`src/rtl/clint_pkg.sv`:
```
// clint_pkg: CLINT register offsets, bus response codes, FSM states and address decode helpers.
package clint_pkg;
  localparam logic [15:0] OFF_MSIP    = 16'h0000;
  localparam logic [15:0] OFF_CMP_LO  = 16'h4000;
  localparam logic [15:0] OFF_CMP_HI  = 16'h4004;
  localparam logic [15:0] OFF_TIME_LO = 16'hBFF8;
  localparam logic [15:0] OFF_TIME_HI = 16'hBFFC;
  localparam logic [2:0] RESP_OKAY   = 3'b000;
  localparam logic [2:0] RESP_SLVERR = 3'b010;
  localparam logic [2:0] RESP_DECERR = 3'b011;
  typedef enum logic {R_IDLE, R_RESP} r_state_t;
  typedef enum logic {W_IDLE, W_RESP} w_state_t;
  typedef enum logic [2:0] {SEL_NONE, SEL_MSIP, SEL_CMP_LO, SEL_CMP_HI, SEL_TIME_LO, SEL_TIME_HI} sel_t;
  typedef struct packed {
    sel_t       sel;
    logic [2:0] resp;
  } dec_t;
  // Base mismatch wins over misalignment; only OKAY accesses select a register.
  function automatic dec_t decode(input logic [31:0] addr, input logic [15:0] base_hi);
    dec_t d;
    sel_t s;
    s = addr[15:0] == OFF_MSIP    ? SEL_MSIP    :
        addr[15:0] == OFF_CMP_LO  ? SEL_CMP_LO  :
        addr[15:0] == OFF_CMP_HI  ? SEL_CMP_HI  :
        addr[15:0] == OFF_TIME_LO ? SEL_TIME_LO :
        addr[15:0] == OFF_TIME_HI ? SEL_TIME_HI : SEL_NONE;
    d.resp = addr[31:16] != base_hi ? RESP_DECERR :
             addr[1:0] != 2'b00     ? RESP_SLVERR :
             s == SEL_NONE          ? RESP_DECERR : RESP_OKAY;
    d.sel  = d.resp == RESP_OKAY ? s : SEL_NONE;
    return d;
  endfunction
  function automatic logic [31:0] merge(input logic [31:0] old, input logic [31:0] nw, input logic [3:0] strb);
    logic [31:0] m;
    for (int i = 0; i < 4; i++) m[8*i +: 8] = strb[i] ? nw[8*i +: 8] : old[8*i +: 8];
    return m;
  endfunction
endpackage

```
`src/rtl/clint_tick_gen.sv`:
```
// clint_tick_gen: mtime tick source; divides by PRESCALE when CLINT_PRESCALE_EN is defined, else ticks every cycle.
module clint_tick_gen #(
  parameter int PRESCALE = 10
) (
`ifdef CLINT_PRESCALE_EN
  input  logic clk,
  input  logic rst_n,
`endif
  output logic tick
);
  if (PRESCALE < 1) begin : g_chk
    $error("clint_tick_gen: PRESCALE must be at least 1");
  end
`ifdef CLINT_PRESCALE_EN
  localparam int CW = PRESCALE > 1 ? $clog2(PRESCALE) : 1;
  localparam logic [CW-1:0] LAST = CW'(PRESCALE - 1);
  logic [CW-1:0] cnt;
  always_ff @(posedge clk or negedge rst_n)
    if (!rst_n) cnt <= '0;
    else cnt <= cnt == LAST ? '0 : cnt + 1'b1;
  assign tick = cnt == LAST;
`else
  assign tick = 1'b1;
`endif
endmodule

```
`src/rtl/clint_slave.sv`:
```
// clint_slave: core-local interruptor (msip, mtimecmp, mtime) on the LSU SRAM-style bus.
// Define CLINT_PRESCALE_EN to advance mtime once every PRESCALE cycles.
module clint_slave
  import clint_pkg::*;
#(
  parameter int          DATA_LEN     = 32,
  parameter int          DATA_BIT_NUM = DATA_LEN / 8,
  parameter logic [31:0] BASE_ADDR    = 32'h0200_0000,
  parameter int          PRESCALE     = 10
) (
  input  logic                    clk,
  input  logic                    rst_n,
  input  logic                    awvalid,
  output logic                    awready,
  input  logic [DATA_LEN-1:0]     waddr,
  input  logic                    wvalid,
  output logic                    wready,
  input  logic [DATA_LEN-1:0]     wdata,
  input  logic [DATA_BIT_NUM-1:0] wstrob,
  output logic                    bvalid,
  input  logic                    bready,
  output logic [2:0]              bresp,
  input  logic                    arvalid,
  output logic                    arready,
  input  logic [DATA_LEN-1:0]     raddr,
  output logic                    rvalid,
  input  logic                    rready,
  output logic [DATA_LEN-1:0]     rdata,
  output logic [2:0]              rresp,
  output logic                    timer_irq,
  output logic                    soft_irq
);
  r_state_t                r_state;
  w_state_t                w_state;
  logic                    aw_got, w_got, tick, commit;
  logic [DATA_LEN-1:0]     addr_q, data_q, w_addr, w_data, rd_val;
  logic [DATA_BIT_NUM-1:0] strb_q, w_strb;
  logic [63:0]             mtime, mtimecmp;
  logic                    msip;
  dec_t                    wdec, rdec;
  sel_t                    wr_sel;

  clint_tick_gen #(.PRESCALE(PRESCALE)) u_tick (
`ifdef CLINT_PRESCALE_EN
    .clk  (clk),
    .rst_n(rst_n),
`endif
    .tick (tick)
  );

  assign awready = !aw_got;
  assign wready  = !w_got;
  assign bvalid  = w_state == W_RESP;
  assign arready = r_state == R_IDLE;
  assign rvalid  = r_state == R_RESP;
  // A channel captured in an earlier cycle supplies its latched value; otherwise the live bus is used.
  assign w_addr  = aw_got ? addr_q : waddr;
  assign w_data  = w_got ? data_q : wdata;
  assign w_strb  = w_got ? strb_q : wstrob;
  assign commit  = w_state == W_IDLE && (aw_got || awvalid) && (w_got || wvalid);
  assign wdec    = decode(w_addr, BASE_ADDR[31:16]);
  assign rdec    = decode(raddr, BASE_ADDR[31:16]);
  assign wr_sel  = commit ? wdec.sel : SEL_NONE;

  always_comb begin
    rd_val = rdec.sel == SEL_MSIP    ? {{(DATA_LEN-1){1'b0}}, msip} :
             rdec.sel == SEL_CMP_LO  ? mtimecmp[31:0]  :
             rdec.sel == SEL_CMP_HI  ? mtimecmp[63:32] :
             rdec.sel == SEL_TIME_LO ? mtime[31:0]     :
             rdec.sel == SEL_TIME_HI ? mtime[63:32]    : '0;
  end

  always_ff @(posedge clk or negedge rst_n)
    if (!rst_n) begin
      r_state <= R_IDLE;
      rdata   <= '0;
      rresp   <= RESP_OKAY;
    end else if (r_state == R_IDLE) begin
      if (arvalid) begin
        r_state <= R_RESP;
        rdata   <= rd_val;
        rresp   <= rdec.resp;
      end
    end else if (rready) r_state <= R_IDLE;

  always_ff @(posedge clk or negedge rst_n)
    if (!rst_n) begin
      w_state <= W_IDLE;
      aw_got  <= 1'b0;
      w_got   <= 1'b0;
      addr_q  <= '0;
      data_q  <= '0;
      strb_q  <= '0;
      bresp   <= RESP_OKAY;
    end else if (w_state == W_RESP) begin
      if (bready) begin
        w_state <= W_IDLE;
        aw_got  <= 1'b0;
        w_got   <= 1'b0;
      end
    end else begin
      if (awvalid && awready) begin
        aw_got <= 1'b1;
        addr_q <= waddr;
      end
      if (wvalid && wready) begin
        w_got  <= 1'b1;
        data_q <= wdata;
        strb_q <= wstrob;
      end
      if (commit) begin
        w_state <= W_RESP;
        bresp   <= wdec.resp;
      end
    end

  always_ff @(posedge clk or negedge rst_n)
    if (!rst_n) begin
      mtime     <= '0;
      mtimecmp  <= '1;
      msip      <= 1'b0;
      timer_irq <= 1'b0;
      soft_irq  <= 1'b0;
    end else begin
      if (wr_sel == SEL_MSIP && w_strb[0]) msip <= w_data[0];
      if (wr_sel == SEL_CMP_LO) mtimecmp[31:0] <= merge(mtimecmp[31:0], w_data, w_strb);
      if (wr_sel == SEL_CMP_HI) mtimecmp[63:32] <= merge(mtimecmp[63:32], w_data, w_strb);
      // A write to either mtime half replaces that cycle's increment.
      if (wr_sel == SEL_TIME_LO) mtime <= {mtime[63:32], merge(mtime[31:0], w_data, w_strb)};
      else if (wr_sel == SEL_TIME_HI) mtime <= {merge(mtime[63:32], w_data, w_strb), mtime[31:0]};
      else if (tick) mtime <= mtime + 64'd1;
      timer_irq <= mtime >= mtimecmp;
      soft_irq  <= msip;
    end
endmodule

```
`config.mk`:
```
export PLATFORM = sky130hd
export DESIGN_NAME = clint_slave
export DESIGN_NICKNAME = d
export VERILOG_FILES = /design/src/rtl/clint_pkg.sv /design/src/rtl/clint_tick_gen.sv /design/src/rtl/clint_slave.sv
export SDC_FILE = /design/constraint.sdc
export NUM_CORES = 1
export LEC_CHECK = 0
export ABC_AREA = 1
export CORE_MARGIN = 3
export CORE_UTILIZATION = 37
export DETAILED_ROUTE_END_ITERATION = 8
export MAX_ROUTING_LAYER = met4
export PLACE_DENSITY = 0.58
export SYNTH_ARGS = -nofsm -noshare
export SYNTH_HDL_FRONTEND = slang
export SYNTH_HIERARCHICAL = 1
export SYNTH_SLANG_ARGS = --single-unit
```
`constraint.sdc`:
```
create_clock -name clk -period 4.48 [get_ports clk]
set_input_delay 0.672 -clock clk [delete_from_list [all_inputs] [get_ports clk]]
set_output_delay 0.672 -clock clk [all_outputs]
set_load 0.02 [all_outputs]
```
==> summary.txt <==
Clock tree
  – Clk sinks: 239
  – Post-cts resize count: 0
  – Cts bufs inserted: 29
  – Root Driver: clkbuf_16
  – H-tree levels: 1
  – Clk slew on worst S/H paths: around 60 ps
  – Hold_buf cts: 0
  – Clock Latency Late Sink: 590 ps
  – Maximum root-to-sink buffer count: 3
  – Post-CTS Setup Inserts: 0
  – TritonCTS clock tree: built

Power and ir drop
  – Seq pwr share: 0.369
  – P_leak: 9.44 nW
  – PD cells: 404 mW/mm^2
  – Switching pwr: 3.02 mW
  – Comb power frac: 0.315
  – P_int: 4.87 mW
  – Switch share: 0.383
  – Max VDD drop: 0.350 mV
  – Clk pwr share: 0.316

Floorplanning
  – Area of the die: ~0.047 sq mm
  – Ports: 152
  – DIE WIDTH: between 200 and 250 um
  – FP Rows: 76
  – Initial Utilization: 0.377
  – Core Footprint: 0.0434 sq mm
  – Chip height: roughly 220 um

Critical path
  – CP Data Arrival Time: approximately 4000 ps
  – Crit path capture type: register
  – Worst path cell trace: buf_4, inv_2, nand2_1, nand2_1, nor2_1, nand2_1, nor2_1, nand2_1, nand3_2, nand4_4, nor2_4, nand2_1, nand2_2, nand2_1, o21ai_1
  – WS Path Type: register to register
  – CP Buf/Inv Count: 2
  – Crit path max-delay cell type: nor2_4
  – Top delay family on crit path: simple AND/OR/NAND/NOR gates
  – Crit path max fanout: 32
  – Req. time, crit path: approximately 5000 ps
  – Most frequent CP cell: nand2_1
  – Crit path launch type: register
  – CP peak stage delay: 420 ps

Route
  – Post-DR wirelength/cell: about 20 um
  – DRT Pass-1 Iters: 5
  – DR WL met2: roughly 27 mm
  – Vias after detailed routing: between 15000 and 20000
  – Routed WL: 61.2 mm
  – DR top layer: met4
  – WL met3: approximately 4.1 mm
  – Via/cell ratio: 5.31
  – Post-route ant nets: 0
  – DRC errors left: 0
  – Initial DRC Count: 1238
  – M1 wire length: between 20 and 30 mm

Timing
  – Worst-Margin Slew: 1250 ps
  – FMAX: 291 MHz
  – Final Cycle Share: 0.768
  – Setup TNS Final: 0 ps
  – Number of max-slew violations in the final report: 0
  – Unrepaired setup endpoints after global routing: no
  – Tmin final: 3440 ps
  – # setup viols final: 0
  – Final hold vios: 0
  – Slew headroom: 0.160
  – Worst-case clock skew: roughly 14 ps

Yosys
  – Syn Area/Cell: 6.91 sq um
  – Synth Area in Adders: 0.0497
  – Netlist Area Pre-Place: between 0.015 and 0.02 sq mm
  – Mux contribution to synthesized area: 0.0124
  – Async SR Flop Fraction: 1.00
  – Mapped Cells: about 2400
  – Share of the synthesized netlist area taken by xor and xnor gates: 0.0219
  – Yosys warnings: 6
  – Sequential share of the synthesized area: 0.370
  – EDFF count, synth: 0
  – Share of the synthesized area in the top cell type: 0.268
  – Largest area contributor in the netlist: dfrtp_1
  – Flops & latches, synth: ~240
  – Most numerous cell in the Yosys netlist: nand2_1
  – Synth Area in Simple Gates: 0.326
  – Synth Flop Type: dfrtp_1
  – Largest family of logic cells by synthesized area: simple AND/OR/NAND/NOR gates
  – Synth top area cells: dfrtp_1 27%, nand2_1 14%, dfstp_2 10%
  – Compound-Gate Fraction of Synth Area: 0.117
  – Synth cell types: 46
  – Synth top cells by count: 630 x nand2_1, 354 x inv_1, 237 x o21ai_0, 209 x nand3_1, 175 x dfrtp_1

GRT
  – First-pass GRT wire length: around 96 mm
  – Initial antenna violation count: 1
  – Grt ovf: 0
  – Vias in the first global route: 16028
  – Gr usage total: 0.268
  – Pin count of the biggest net entering global routing: 100

Run
  – Max_cap viols: 0

Place
  – DP HPWL: 46.8 mm
  – Placer Congestion: 0.995
  – Port Buf Inserts: 149

Status
  – Outcome: completed

Final layout
  – Fin util: 0.450
  – Nets@finish: ~2700
  – Ant diodes: 0
  – Layout cells sized above 1: 0.0900
  – Area Growth Syn to Fin: 19.3%

Hold path
  – HP Class: input port to async pin
==> power groups by stage <==
stage	Combinational, mW	Sequential, mW	Clock [mW]
after floorplan	1.54	2.84	0
after global placement	2.43	2.91	0
after detailed placement	2.46	2.93	0
after CTS	2.47	2.90	2.55
after global routing	2.79	2.96	2.65
final	2.49	2.91	2.49
==> registers in the layout, summed over array words and instances (netlist names) <==
signal	cells
addr_q	32
aw_got	1
bresp	2
bvalid	1
data_q	32
msip	1
mtime	64
mtimecmp	64
rdata	32
rresp	2
rvalid	1
soft_irq	1
strb_q	4
timer_irq	1
w_got	1
==> final cells by class <==
class,instances,area [sq um]
fillers,4532,23800
multi-input cells,1695,8640
flip-flops and latches,239,6060
repair buffers,177,1740
inverters,358,1340
clock buffers,44,852
well taps,585,732
clock inverters,10,148
==> per-layer routing <==
layer,vias up,GRT usage
met2,585,0.413
met5,-,-
met3,92,0.0408
met4,0,0.0565
li1,7953,-
met1,7884,0.376
==> through the flow <==
step           hold slack [ps]  instances  total power [mW]  area [sq um]  setup WS [ps]
5_1_grt                    212       3108              8.40         19500            733
3_3_place_gp               378       3054              5.34         18500            734
6_report                   159       3108              7.89         19500           1040
3_5_place_dp               380       3054              5.39         18500            707
2_1_floorplan              354       2370              4.38         16400           2010
4_1_cts                    188       3108              7.91         19500           1080
==> logic make-up (layout without fill, tap and decap cells) <==
group,Yosys count,after routing
AO/OA/AOI/OAI,371,371
XOR/XNOR,41,41
adder cells (fa/ha/maj),65,65
buffers and inverters,436,589
flip-flops,239,239
multiplexers,18,18
other,2,3
AND/OR/NAND/NOR,1197,1197
==> worst paths after layout <==
check	from	end	depth (start not counted)	slack, ps
worst min register to register	msip	soft_irq	0	390
worst max-delay path	aw_got	mtime[20]	15	1040
max in group asynchronous	rst_n	mtimecmp[20]	2	3380
worst max register to register	aw_got	mtime[20]	15	1040
worst min-delay path	rst_n	rdata[25]	1	160
min in group clk	msip	soft_irq	0	390
==> layout by cell type (no fill, tap or decap), types with 4 or more instances in the layout <==
master,instances
nor2_2,4
dfstp_2,64
nand2_2,9
clkbuf_16,29
or2_2,34
mux2_2,18
nor4_1,15
nor2_1,157
xor2_1,37
nand3_2,12
clkbuf_1,8
clkinv_2,4
o21ai_0,237
nand4_1,70
buf_4,25
o21a_1,5
clkbuf_8,7
dfrtp_1,175
nand3_1,207
o21ai_1,50
a21oi_1,65
ha_1,65
nand2_1,629
clkdlybuf4s50_1,148
nor3_1,43
xnor2_1,4
inv_1,354
Power figures use the tool's default switching activity.
